`src/rtl/reg_writeback_queue_if.sv`:
```
`default_nettype none
// ============================================================================
// Module      : reg_writeback_queue_if
// Description : Bundle of retire-side handshakes, register file write port,
//               forwarding lookups and occupancy status for the writeback
//               queue. Slave modport is the queue, master is the pipeline.
// Revision    : 1.0 - initial release
// ============================================================================
interface reg_writeback_queue_if #(
  parameter int DEPTH = 4,
  parameter int XLEN  = 64,
  parameter int AW    = 5
);
  localparam int CW = $clog2(DEPTH) + 1;

  logic            wb0_valid;
  logic [AW-1:0]   wb0_rd;
  logic [XLEN-1:0] wb0_data;
  logic            wb0_ready;
  logic            wb1_valid;
  logic [AW-1:0]   wb1_rd;
  logic [XLEN-1:0] wb1_data;
  logic            wb1_ready;
  logic [AW-1:0]   rd;
  logic [XLEN-1:0] write_data;
  logic            reg_write;
  logic [AW-1:0]   rs1;
  logic [AW-1:0]   rs2;
  logic            fwd1_hit;
  logic [XLEN-1:0] fwd1_data;
  logic            fwd2_hit;
  logic [XLEN-1:0] fwd2_data;
  logic [CW-1:0]   wbq_count;
  logic            wbq_full;

  modport slave (
    input  wb0_valid, wb0_rd, wb0_data, wb1_valid, wb1_rd, wb1_data, rs1, rs2,
    output wb0_ready, wb1_ready, rd, write_data, reg_write,
           fwd1_hit, fwd1_data, fwd2_hit, fwd2_data, wbq_count, wbq_full
  );

  modport master (
    output wb0_valid, wb0_rd, wb0_data, wb1_valid, wb1_rd, wb1_data, rs1, rs2,
    input  wb0_ready, wb1_ready, rd, write_data, reg_write,
           fwd1_hit, fwd1_data, fwd2_hit, fwd2_data, wbq_count, wbq_full
  );
endinterface
`default_nettype wire

```
`src/rtl/reg_writeback_queue.sv`:
```
`default_nettype none
// ============================================================================
// Module      : reg_writeback_queue
// Description : In-order writeback FIFO between MEM/WB and the register file.
//               Accepts up to two retiring results per cycle (wb0 older),
//               drains one per cycle into the register file write port and
//               forwards the youngest pending value for rs1/rs2.
//               Optional macro WBQ_COALESCE_EN merges a result into a pending
//               non-head entry with the same destination register.
// Revision    : 1.0 - initial release
// ============================================================================
module reg_writeback_queue #(
  parameter int DEPTH = 4,
  parameter int XLEN  = 64,
  parameter int AW    = 5
) (
  input  logic                 clk,
  input  logic                 reset,
  reg_writeback_queue_if.slave bus
);
  localparam int PW = $clog2(DEPTH);
  localparam int CW = $clog2(DEPTH) + 1;
  localparam logic [CW-1:0] C_DEPTH = CW'(DEPTH);

  logic [AW-1:0]   r_ent_rd   [DEPTH];
  logic [XLEN-1:0] r_ent_data [DEPTH];
  logic [PW-1:0]   r_head;
  logic [PW-1:0]   r_tail;
  logic [CW-1:0]   r_count;

  logic [CW-1:0]   w_free;
  logic            w_ready0;
  logic            w_ready1;
  logic            w_store0;
  logic            w_store1;
  logic            w_pop;
  logic            w_new0;
  logic            w_new1;
  logic [PW-1:0]   w_wr0_idx;
  logic [PW-1:0]   w_wr1_idx;

  // Credit is taken from occupancy at the start of the cycle; the drain
  // happening on the same edge does not free a slot for this cycle's inputs.
  assign w_free   = C_DEPTH - r_count;
  assign w_ready0 = (w_free >= CW'(1));
  assign w_ready1 = bus.wb0_valid ? (w_free >= CW'(2)) : (w_free >= CW'(1));
  assign w_store0 = bus.wb0_valid && w_ready0 && (bus.wb0_rd != '0);
  assign w_store1 = bus.wb1_valid && w_ready1 && (bus.wb1_rd != '0);
  assign w_pop    = (r_count != '0);

  assign bus.wb0_ready  = w_ready0;
  assign bus.wb1_ready  = w_ready1;
  assign bus.reg_write  = w_pop;
  assign bus.rd         = w_pop ? r_ent_rd[r_head]   : '0;
  assign bus.write_data = w_pop ? r_ent_data[r_head] : '0;
  assign bus.wbq_count  = r_count;
  assign bus.wbq_full   = (r_count == C_DEPTH);

`ifdef WBQ_COALESCE_EN
  logic          w_m0_hit;
  logic          w_m1_hit;
  logic [PW-1:0] w_m0_idx;
  logic [PW-1:0] w_m1_idx;

  // Find a pending non-head entry already targeting each incoming rd.
  always_comb begin
    w_m0_hit = 1'b0;
    w_m1_hit = 1'b0;
    w_m0_idx = '0;
    w_m1_idx = '0;
    for (int i = 1; i < DEPTH; i++) begin
      if (CW'(i) < r_count) begin
        if (r_ent_rd[r_head + PW'(i)] == bus.wb0_rd) begin
          w_m0_hit = 1'b1;
          w_m0_idx = r_head + PW'(i);
        end
        if (r_ent_rd[r_head + PW'(i)] == bus.wb1_rd) begin
          w_m1_hit = 1'b1;
          w_m1_idx = r_head + PW'(i);
        end
      end
    end
  end

  // Slot selection: merge into a matching entry, else allocate at the tail;
  // a wb1 carrying wb0's rd lands on wb0's slot so wb1_data survives.
  always_comb begin
    w_new0    = w_store0;
    w_wr0_idx = r_tail;
    if (w_store0 && w_m0_hit) begin
      w_new0    = 1'b0;
      w_wr0_idx = w_m0_idx;
    end
    w_new1    = w_store1;
    w_wr1_idx = r_tail + PW'(w_new0);
    if (w_store1 && w_store0 && (bus.wb1_rd == bus.wb0_rd)) begin
      w_new1    = 1'b0;
      w_wr1_idx = w_wr0_idx;
    end else if (w_store1 && w_m1_hit) begin
      w_new1    = 1'b0;
      w_wr1_idx = w_m1_idx;
    end
  end
`else
  // Slot selection: every stored result takes the next tail slot, wb0 first.
  always_comb begin
    w_new0    = w_store0;
    w_wr0_idx = r_tail;
    w_new1    = w_store1;
    w_wr1_idx = r_tail + PW'(w_new0);
  end
`endif

  // Forwarding: scan head to tail so the youngest matching entry wins.
  always_comb begin
    bus.fwd1_hit  = 1'b0;
    bus.fwd1_data = '0;
    bus.fwd2_hit  = 1'b0;
    bus.fwd2_data = '0;
    for (int i = 0; i < DEPTH; i++) begin
      if (CW'(i) < r_count) begin
        if ((bus.rs1 != '0) && (r_ent_rd[r_head + PW'(i)] == bus.rs1)) begin
          bus.fwd1_hit  = 1'b1;
          bus.fwd1_data = r_ent_data[r_head + PW'(i)];
        end
        if ((bus.rs2 != '0) && (r_ent_rd[r_head + PW'(i)] == bus.rs2)) begin
          bus.fwd2_hit  = 1'b1;
          bus.fwd2_data = r_ent_data[r_head + PW'(i)];
        end
      end
    end
  end

  // Pointer and occupancy update; pointers wrap naturally at power-of-2 DEPTH.
  always_ff @(posedge clk or negedge reset) begin
    if (!reset) begin
      r_head  <= '0;
      r_tail  <= '0;
      r_count <= '0;
    end else begin
      r_head  <= r_head + PW'(w_pop);
      r_tail  <= r_tail + PW'(w_new0) + PW'(w_new1);
      r_count <= r_count + CW'(w_new0) + CW'(w_new1) - CW'(w_pop);
    end
  end

  // Entry storage; validity is implied by occupancy so no reset is needed.
  // wb1 is written last so it wins when both target the same slot.
  always_ff @(posedge clk) begin
    if (w_store0) begin
      r_ent_rd[w_wr0_idx]   <= bus.wb0_rd;
      r_ent_data[w_wr0_idx] <= bus.wb0_data;
    end
    if (w_store1) begin
      r_ent_rd[w_wr1_idx]   <= bus.wb1_rd;
      r_ent_data[w_wr1_idx] <= bus.wb1_data;
    end
  end
endmodule
`default_nettype wire

```
`src/flat_wrapper.sv`:
```
// flat-port wrapper written by rule: the top's interface ports become plain ports
module reg_writeback_queue_flat 
#(
  parameter int DEPTH = 4,
  parameter int XLEN  = 64,
  parameter int AW    = 5
)
  (clk, reset, bus_wb0_valid, bus_wb0_rd, bus_wb0_data, bus_wb1_valid, bus_wb1_rd, bus_wb1_data, bus_rs1, bus_rs2, bus_wb0_ready, bus_wb1_ready, bus_rd, bus_write_data, bus_reg_write, bus_fwd1_hit, bus_fwd1_data, bus_fwd2_hit, bus_fwd2_data, bus_wbq_count, bus_wbq_full);
  reg_writeback_queue_if #(.DEPTH(DEPTH), .XLEN(XLEN), .AW(AW)) bus_i ();
  input  logic clk;
  input  logic reset;
  input wire logic [$bits(bus_i.wb0_valid)-1:0] bus_wb0_valid;
  input wire logic [$bits(bus_i.wb0_rd)-1:0] bus_wb0_rd;
  input wire logic [$bits(bus_i.wb0_data)-1:0] bus_wb0_data;
  input wire logic [$bits(bus_i.wb1_valid)-1:0] bus_wb1_valid;
  input wire logic [$bits(bus_i.wb1_rd)-1:0] bus_wb1_rd;
  input wire logic [$bits(bus_i.wb1_data)-1:0] bus_wb1_data;
  input wire logic [$bits(bus_i.rs1)-1:0] bus_rs1;
  input wire logic [$bits(bus_i.rs2)-1:0] bus_rs2;
  output wire logic [$bits(bus_i.wb0_ready)-1:0] bus_wb0_ready;
  output wire logic [$bits(bus_i.wb1_ready)-1:0] bus_wb1_ready;
  output wire logic [$bits(bus_i.rd)-1:0] bus_rd;
  output wire logic [$bits(bus_i.write_data)-1:0] bus_write_data;
  output wire logic [$bits(bus_i.reg_write)-1:0] bus_reg_write;
  output wire logic [$bits(bus_i.fwd1_hit)-1:0] bus_fwd1_hit;
  output wire logic [$bits(bus_i.fwd1_data)-1:0] bus_fwd1_data;
  output wire logic [$bits(bus_i.fwd2_hit)-1:0] bus_fwd2_hit;
  output wire logic [$bits(bus_i.fwd2_data)-1:0] bus_fwd2_data;
  output wire logic [$bits(bus_i.wbq_count)-1:0] bus_wbq_count;
  output wire logic [$bits(bus_i.wbq_full)-1:0] bus_wbq_full;
  assign bus_i.wb0_valid = bus_wb0_valid;
  assign bus_i.wb0_rd = bus_wb0_rd;
  assign bus_i.wb0_data = bus_wb0_data;
  assign bus_i.wb1_valid = bus_wb1_valid;
  assign bus_i.wb1_rd = bus_wb1_rd;
  assign bus_i.wb1_data = bus_wb1_data;
  assign bus_i.rs1 = bus_rs1;
  assign bus_i.rs2 = bus_rs2;
  assign bus_wb0_ready = bus_i.wb0_ready;
  assign bus_wb1_ready = bus_i.wb1_ready;
  assign bus_rd = bus_i.rd;
  assign bus_write_data = bus_i.write_data;
  assign bus_reg_write = bus_i.reg_write;
  assign bus_fwd1_hit = bus_i.fwd1_hit;
  assign bus_fwd1_data = bus_i.fwd1_data;
  assign bus_fwd2_hit = bus_i.fwd2_hit;
  assign bus_fwd2_data = bus_i.fwd2_data;
  assign bus_wbq_count = bus_i.wbq_count;
  assign bus_wbq_full = bus_i.wbq_full;
  reg_writeback_queue #(.DEPTH(DEPTH), .XLEN(XLEN), .AW(AW)) u_core (.clk(clk), .reset(reset), .bus(bus_i));
endmodule
```
`config.mk`:
```
export PLATFORM = sky130hd
export DESIGN_NAME = reg_writeback_queue_flat
export DESIGN_NICKNAME = d
export VERILOG_FILES = /design/src/rtl/reg_writeback_queue_if.sv /design/src/rtl/reg_writeback_queue.sv /design/src/flat_wrapper.sv
export SDC_FILE = /design/constraint.sdc
export NUM_CORES = 1
export LEC_CHECK = 0
export CORE_MARGIN = 5
export CORE_UTILIZATION = 40
export CTS_BUF_LIST = sky130_fd_sc_hd__clkbuf_4
export DETAILED_ROUTE_END_ITERATION = 8
export MAX_ROUTING_LAYER = met4
export PLACE_DENSITY = 0.61
export SLEW_MARGIN = 10
export SYNTH_ARGS = -nofsm -noshare
export SYNTH_HDL_FRONTEND = slang
export SYNTH_SLANG_ARGS = --single-unit
```
`constraint.sdc`:
```
create_clock -name clk -period 7.3 [get_ports clk]
set_input_delay 2.19 -clock clk [delete_from_list [all_inputs] [get_ports clk]]
set_output_delay 2.19 -clock clk [all_outputs]
set_load 0.005 [all_outputs]
```
; ---- Word level (Yosys, flattened, before mapping)
; Memory sizes are Yosys's and may differ from the RTL's.
; Index checks and enable logic that the tools add are counted.
[classes]
add_sub_neg = 10
magnitude_cmp = 6
n_eq_ne = 9
n_mux = 39
n_reduce_logical = 17
[ops]
columns = op, n
row1 = 2-to-1 mux 64 bit, 17
row2 = == test 5 bit, 8
row3 = 2-to-1 mux 1 bit, 21
row4 = nonzero test 5 bit, 4
row5 = logical AND 1 bit, 12
row6 = adder 2 x 1 -> 2 bit, 3
row7 = adder 3 x 1 -> 3 bit, 2
row8 = < comparator 1 x 3 -> 1 bit (first input constant), 2
row9 = < comparator 2 x 3 -> 1 bit (first input constant), 2
row10 = 2-to-1 mux 5 bit, 1
row11 = adder 2 bit (second input constant), 2
row12 = == test 3 bit (second input constant), 1
row13 = >= comparator 3 x 1 -> 1 bit (second input constant), 1
row14 = >= comparator 3 x 2 -> 1 bit (second input constant), 1
row15 = nonzero test 3 bit, 1
row16 = subtractor 3 x 1 -> 3 bit, 1
row17 = subtractor 3 bit (first input constant), 1
row18 = adder 2 x 1 -> 2 bit (second input constant), 1
[word_totals]
ff_bits = 7
mem_bits_rw = 276
inputBits = 152
elab_cells = 86
mem_count = 2
[mem_list]
columns = name, depth, word_bits, rd, rd_ports_with_merged_regs, write_ports, line
row1 = u_core.r_ent_data, 4, 64, 4, 0, 2, reg_writeback_queue.sv:26  ; logic [XLEN-1:0] r_ent_data [DEPTH];
row2 = u_core.r_ent_rd, 4, 5, 4, 0, 2, reg_writeback_queue.sv:25  ; logic [AW-1:0] r_ent_rd [DEPTH];

; ---- Logic depth before layout (Yosys ltp)
; Gate-level depths: netlist of the first run.
; An unclocked memory read counts as a cell.
[depth]
depth_word = 11
depth_mapped = 14
mapped_depth_nobuf = 12

; ---- Least setup slack after synthesis of the first run
; Ideal clock, no wire load.
[synth_timing]
path_type = input port to flip-flop
from = input bus_wb0_rd[3]
to = memory u_core.r_ent_data[0][0] (enable)
setup_time_ns = 0.602
t_arrival_ns = 7.623
required_time_ns = 6.698
path_slack_ns = -0.926
cell_stages = 3
path_cell_list = or4_1 -> o211ai_1 -> o32ai_1
[synth_rtl]
columns = item, line
row1 = start: declaration, flat_wrapper.sv:13  ; input wire logic [$bits(bus_i.wb0_rd)-1:0] bus_wb0_rd;
row2 = end: declaration, reg_writeback_queue.sv:26

; ---- Worst setup path in the final report of the first run
[layout_timing]
from = input bus_rs2[0]
to = output bus_fwd2_data[18]
[layout_via]
elab_chain_cells = 10
elab_cells_between_ends = 17
cone_classes = 4 x eq/ne / 8 x mux / 5 x reduce/logical
[layout_lines]
columns = item, line
row1 = start: declaration, flat_wrapper.sv:19  ; input wire logic [$bits(bus_i.rs2)-1:0] bus_rs2;
row2 = == test 5 bit or nonzero test 5 bit (tied branches), reg_writeback_queue.sv:126  ; if ((bus.rs2 != '0) && (r_ent_rd[r_head + PW'(i)] == bus.rs2)) begin
row3 = logical AND 1 bit, reg_writeback_queue.sv:126
row4 = 2-to-1 mux 64 bit, reg_writeback_queue.sv:126
row5 = 2-to-1 mux 64 bit, reg_writeback_queue.sv:121  ; if (CW'(i) < r_count) begin
row6 = 2-to-1 mux 64 bit, reg_writeback_queue.sv:126
row7 = 2-to-1 mux 64 bit, reg_writeback_queue.sv:121
row8 = 2-to-1 mux 64 bit, reg_writeback_queue.sv:126
row9 = 2-to-1 mux 64 bit, reg_writeback_queue.sv:121
row10 = 2-to-1 mux 64 bit, reg_writeback_queue.sv:126
row11 = 2-to-1 mux 64 bit *, reg_writeback_queue.sv:121
row12 = end: declaration, flat_wrapper.sv:28  ; output wire logic [$bits(bus_i.fwd2_data)-1:0] bus_fwd2_data;
; Mark *: on every way between the ends. The rest lies on a longest branch, timed or not.

==> key figures, run 1 <==
Outcome
  • Status: finished clean

Place
  • Dpl ws: 0.02001 ns
  • Dpl cell area: 28330 um^2
  • Final Wtd Congestion: a little under 0.9
  • HPWL Detailed: 55530 um
  • DP Cell Count: 3179
  • I/O Buffers: 357

Logic synthesis
  • Synthesized cell area: 23540 um^2
  • Share of flip-flops with an asynchronous set or reset: 0.02473
  • Synthesized net count: 2356
  • Main combinational cell family by area after synthesis: multiplexers
  • Post-Synthesis Cells: 2191
  • Post-synthesis compound-gate area fraction: 0.1340
  • Unique cell type count in the Yosys netlist: 56
  • Flops & latches, synth: about 280
  • Post-synth EDFFs: 276
  • Post-Synth Adder-Cell Area: 0.007549
  • Post-Synth XOR/XNOR Area: 0.01733
  • Syn. warnings: 0
  • Simple-Gate Fraction of Synth Area: 0.1065
  • Area share of the largest cell type after synthesis: 0.3521
  • Top-count cell post-synth: mux2_2
  • Sequential-to-total area share from yosys stat: 0.3596
  • Synth area leader: edfxtp_1
  • Primary FF master, synth: edfxtp_1
  • Synth top area cells: edfxtp_1 35%, mux2_2 15%, mux4_2 9.8%
  • Syn_area_per_cell: 10.74 um^2
  • Synth cell count leaders: 322 x mux2_2, 285 x nand2_1, 276 x edfxtp_1, 174 x mux2i_1, 142 x clkbuf_1
  • Post-synthesis mux area share: 0.3257

Timing
  • Rel. slew slack: 0.4113
  • Setup TNS: 0 ns
  • Final min period: 7.274 ns
  • Fmax: between 0.1 and 0.15 GHz
  • Final Setup Violations: 0
  • RSZ-0062 raised after global routing: no
  • Fin. max-slew vios: 0
  • Worst-case clock skew: around 0.035 ns
  • Hold Fails Final Rpt: 0
  • Worst-Margin Slew: 0.8830 ns
  • Final worst-path cycle share: 0.9964
  • Worst hold margin: about 0.79 ns
  • Final worst slack: 0.02615 ns

Clock network
  • Max Root-Sink Buffers: 3
  • Total CTS buffers: 82
  • Hold_buf cts: 0
  • Worst-skew pair later-pin latency: 0.79 ns
  • Clock sinks: 283
  • Htree depth: 3
  • Clk root buf: clkbuf_4
  • CTS tree: done
  • CTS clk-pin slew, worst paths: 0.06 ns

Detailed routing
  • Routed Antenna Nets: 0
  • Iteration-0 DRC Markers: 1886
  • Routed length on met3: a little under 7000 um
  • Met2 WL: between 40000 and 50000 um
  • DR pass1 iterations: 5
  • Average vias per placed instance: slightly above 6
  • Residual DRC count: 0
  • Uppermost layer routed: met4
  • Total Wirelength: 86060 um
  • M1 WL: about 34000 um
  • Avg WL per Cell: 25.75 um
  • Total number of vias: 20760

Pwr
  • Seq pwr share: 0.225
  • Clock power share: 0.105
  • Maximum vdd drop: between 0.3 and 0.4 mV
  • Internal power: 0.008498 W
  • Switching Fraction: 0.4439
  • Combinational power share: 0.670
  • Pwr/cell area: 517.2 nW/um^2
  • Leak: 10.40 nW
  • NetSw: 0.006782 W

Flow run
  • MaxCap Viol Count: 0

Die
  • Initial Utilization: 0.4011
  • Die Span X: 252.6 um
  • Total die area: around 64000 um^2
  • Total core area: 58690 um^2
  • I/O pins: 358
  • Cell Rows: 89
  • DIE HEIGHT: 252.6 um

Global route
  • Largest net degree at the start of global routing: 129
  • Grt ovf: 0
  • Initial antenna violation count: 14
  • Vias in the first global route: 20810
  • First-pass GRT wire length: 127100 um
  • Total GRT Usage: 0.2661

Critical path
  • Startpoint Class: primary input
  • Arrival time of the worst setup path: 5.08 ns
  • Worst EP required: 5.11 ns
  • Critical path startpoint: bus_rs2[0]
  • R2R Path Start: u_core.bus.wbq_count[0]
  • Critical path class: primary input to output pin
  • CP endpoint kind: output pin
  • CP max FO: 35

Hold path
  • Hold crit path type: register to register
  • Hold Startpoint: u_core.r_tail[1]

Final layout
  • Share of layout cells above drive strength 1: 0.2755
  • Final Cell Area: 29550 um^2
  • Nets: 2656
  • Cell Count, Final, Fillers Out: around 3300
  • Layout overhead on the synthesized area: 25.54%
## state kept, by name, indices dropped and copies added, names as in the netlist
register              count
u_core.r_ent_rd          20
u_core.r_tail             2
u_core.r_ent_data       256
u_core.r_head             2
u_core.bus.wbq_count      3
## layout by cell type (no fill, tap or decap), types with 23 or more instances in the layout
cell               n
clkdlybuf4s50_1  353
mux2_2           322
nand2_1          285
edfxtp_1         276
mux2i_1          174
clkbuf_4         126
o21ai_0          109
mux4_2           102
nor2_1            71
a31oi_1           64
o221ai_1          62
inv_1             54
and2_1            47
nand3_1           45
o22ai_1           41
buf_4             41
nor3b_1           40
buf_12            37
a221oi_1          31
nor3_1            27
xnor2_1           27
a21oi_1           26
o221ai_2          25
o211ai_1          24
a31o_1            23
## stage by stage
step,total power (W),utilization
after CTS,0.01529,0.5018
after floorplan,0.009447,-
after detailed placement,0.01361,0.4828
after global placement,0.01339,0.4828
final,0.01528,0.5035
after global routing,0.01617,0.5035
## power by group through the flow
stage,logic [W],clock network [W],registers (W)
after floorplan,0.00624,0,0.00321
after global placement,0.0100,0,0.00339
after detailed placement,0.0102,0,0.00345
after CTS,0.0102,0.00166,0.00342
after global routing,0.0109,0.00175,0.00353
final,0.0102,0.00160,0.00343
## per-layer routing
layer,up-vias,global-route usage
met2,1141,0.4313
li1,9169,-
met1,10200,0.3268
met3,252,0.04703
met5,-,-
met4,0,0.1199
## critical path, stage by stage
cell,delay (ns)
clkdlybuf4s50_1,0.53
xnor2_1,0.17
or3_1,0.36
a2111oi_4,0.36
buf_4,0.21
buf_16,0.24
a31oi_1,0.11
o221ai_1,0.31
clkdlybuf4s50_1,0.58
## repair_timing
item                       4_1_cts  5_1_grt
resized for setup                0       11
buffers inserted                 0        1
setup endpoints to repair        0       30
## cell families (layout without fill, tap and decap cells)
group / count (synthesis) / in the layout
adders and majority gates: 13 / 13
xor gates and xnor gates: 44 / 44
other: 0 / 14
buffers and inverters: 276 / 640
muxes: 598 / 598
and+or+nand+nor: 548 / 548
AOI/OAI and AO/OA: 429 / 429
DFF: 283 / 283
## path summary, 6_finish.rpt
check                                           endpoint  slack [ns]  cells past startpoint
worst max-delay path                   bus_fwd2_data[18]        0.03                      9
worst min-delay path                    u_core.r_tail[1]        0.79                      2
worst max register to register  u_core.r_ent_data[1][10]        3.25                     12
worst min register to register          u_core.r_tail[1]        0.79                      2
max in group asynchronous               u_core.r_head[0]        5.25                      1
min in group asynchronous        u_core.bus.wbq_count[1]        1.71                      1
## cell type report
cell class / instances / area, um^2
Sequential cell: 283 / 8471
Inverter: 56 / 215.2
Tap cell: 773 / 967.2
Clock buffer: 126 / 945.9
Fill cell: 5219 / 29140
Antenna cell: 14 / 35.03
Clock inverter: 22 / 172.7
Timing Repair Buffer: 436 / 4659
Multi-Input combinational cell: 1632 / 14080
No activity file was read; power rests on OpenSTA's default activity.
==> run 2, diff against run 1 <==
CORE_UTILIZATION = 31   (was 40)
PLACE_DENSITY = 0.5   (was 0.61)
SETUP_SLACK_MARGIN = 0.05   (was default)
==> key figures, run 2 (synthesis results as in run 1) <==
Detailed routing
  • Iteration-0 DRC Markers: 1899 (was 1886)
  • Avg WL per Cell: 26.21 um (was 25.75 um)
  • DR pass1 iterations: 8 (was 5)
  • Routed Antenna Nets: 0 (unchanged)
  • Total Wirelength: 93770 um (was 86060 um)
  • Total number of vias: 20590 (was 20760)
  • Residual DRC count: 0 (unchanged)
  • Average vias per placed instance: 5.755 (was 6.212)

Timing
  • Rel. slew slack: 0.3204 (was 0.4113)
  • Hold Fails Final Rpt: 0 (unchanged)
  • Worst hold margin: 0.7979 ns (was 0.7950 ns)
  • Worst-Margin Slew: 1.019 ns (was 0.8830 ns)
  • RSZ-0062 raised after global routing: no (unchanged)
  • Fmax: 0.1387 GHz (was 0.1375 GHz)
  • Final Setup Violations: 0 (unchanged)
  • Final worst-path cycle share: 0.9874 (was 0.9964)
  • Final min period: 7.208 ns (was 7.274 ns)
  • Worst-case clock skew: 0.03999 ns (was 0.03500 ns)
  • Fin. max-slew vios: 0 (unchanged)

Global route
  • Largest net degree at the start of global routing: 136 (was 129)
  • First-pass GRT wire length: 137000 um (was 127100 um)
  • Total GRT Usage: 0.2253 (was 0.2661)
  • Initial antenna violation count: 11 (was 14)
  • Vias in the first global route: 21190 (was 20810)
  • Grt ovf: 0 (unchanged)

Critical path
  • CP max FO: 16 (was 35)
  • Arrival time of the worst setup path: 5.02 ns (was 5.08 ns)
  • Worst EP required: 5.11 ns (about the same)
  • Startpoint Class: primary input (unchanged)
  • CP endpoint kind: output pin (unchanged)
  • Critical path class: primary input to output pin (unchanged)

Clock network
  • Clk root buf: clkbuf_4 (unchanged)
  • CTS tree: done (unchanged)
  • Clock sinks: 283 (unchanged)
  • Total CTS buffers: 82 (unchanged)
  • Max Root-Sink Buffers: 3 (unchanged)
  • Hold_buf cts: 0 (unchanged)
  • CTS clk-pin slew, worst paths: 0.06 ns (about the same)
  • Worst-skew pair later-pin latency: 0.78 ns (was 0.79 ns)
  • Htree depth: 3 (unchanged)

Die
  • Cell Rows: 101 (was 89)
  • DIE HEIGHT: 285.5 um (was 252.6 um)
  • Die Span X: 285.5 um (was 252.6 um)
  • Total die area: 81530 um^2 (was 63790 um^2)
  • Initial Utilization: 0.3115 (was 0.4011)
  • I/O pins: 358 (unchanged)
  • Total core area: 75570 um^2 (was 58690 um^2)

Final layout
  • Max FFs per register: 256 (unchanged)
  • Layout overhead on the synthesized area: 27.46% (was 25.54%)
  • Share of layout cells above drive strength 1: 0.2833 (was 0.2755)
  • Most common cell after layout, fill and taps aside: clkdlybuf4s50_1 (unchanged)
  • Cell Count, Final, Fillers Out: 3577 (was 3342)
  • Nets: 2687 (was 2656)
  • Most frequent cells in the layout: 351 x clkdlybuf4s50_1, 322 x mux2_2, 285 x nand2_1 (was 353 x clkdlybuf4s50_1, 322 x mux2_2, 285 x nand2_1)
  • Most flop-heavy register: u_core.r_ent_data (unchanged)

Place
  • DP Cell Count: 3405 (was 3179)
  • HPWL Detailed: 60510 um (was 55530 um)
  • Final Wtd Congestion: 0.8841 (was 0.8780)
  • I/O Buffers: 357 (unchanged)

Pwr
  • Leak: 10.54 nW (was 10.40 nW)
  • Pwr/cell area: 516.5 nW/um^2 (was 517.2 nW/um^2)
  • Maximum vdd drop: 0.3586 mV (was 0.3575 mV)

Hold path
  • Hold crit path type: register to register (unchanged)

Outcome
  • Status: finished clean (unchanged)

Flow run
  • MaxCap Viol Count: 0 (unchanged)
-- run 2: cell count changes in the layout (fill, tap and decap cells not counted), sizes merged, moves of 2 or more --
cell / change
buf: +29
clkdlybuf4s50: -2
diode: -2
bufinv: -3
clkbuf: +5
dlygate4sd2: +2
-- run 2: worst paths after layout --
path	start	end	slack, ns	cells past startpoint
worst min-delay path	u_core.r_tail[1]	u_core.r_tail[1]	0.80	2
worst min register to register	u_core.r_tail[1]	u_core.r_tail[1]	0.80	2
max in group asynchronous	reset	u_core.r_head[0]	5.29	1
worst max-delay path	bus_rs2[4]	bus_fwd2_data[39]	0.09	10
worst max register to register	u_core.bus.wbq_count[0]	u_core.r_ent_rd[2][0]	3.22	13
min in group asynchronous	reset	u_core.bus.wbq_count[1]	1.69	1
-- run 2: power by group --
part	internal, W	switching, W
Sequential	0.00285	0.000557
Combinational	0.00484	0.00570
Clock	0.000805	0.000741
-- run 2: routing by layer --
metal,vias to the layer above,wire length (um),GRT usage
met5,-,0,-
met4,0,2450,0.07270
met2,932,45950,0.3744
met1,10270,39110,0.2768
li1,9225,-,-
met3,163,6254,0.04542
-- run 2: worst max-delay path, cell delays in order --
cell and delay, ns:
dlygate4sd2_1 0.31, xnor2_1 0.17, or3_1 0.40, a2111oi_4 0.38, buf_4 0.18, buf_12 0.20
buf_4 0.17, a31oi_1 0.08, o221ai_1 0.33, clkdlybuf4s50_1 0.58
-- run 2: final cells by class --
class / count / area (um^2)
well taps: 978 / 1224
repair buffers: 467 / 4923
fillers: 7268 / 45570
inverters: 56 / 215.2
clock buffers: 130 / 975.9
clock inverters: 19 / 76.32
multi-input cells: 1632 / 14080
diodes: 12 / 30.03
flip-flops and latches: 283 / 8471
-- run 2: timing repair --
item | in CTS | in global routing
gates cloned | 1 | 2
setup buffers | 2 | 6
pin swaps | 1 | 6
resized for setup | 3 | 11
endpoints found under the setup margin | 37 | 26
-- run 2: stage by stage --
step | instance area, um^2 | total power (W) | TNS (ns) | setup slack [ns] | util
after global placement | 28750 | 0.01373 | 0 | 0.006555 | 0.3804
after CTS | 29850 | 0.01552 | 0 | 0.07318 | 0.3950
after detailed placement | 28750 | 0.01386 | -0.1803 | -0.03390 | 0.3804
final | 30000 | 0.01549 | 0 | 0.09226 | 0.3970
after floorplan | 23550 | 0.009447 | 0 | 1.085 | -
after global routing | 30000 | 0.01647 | 0 | 0.03328 | 0.3969
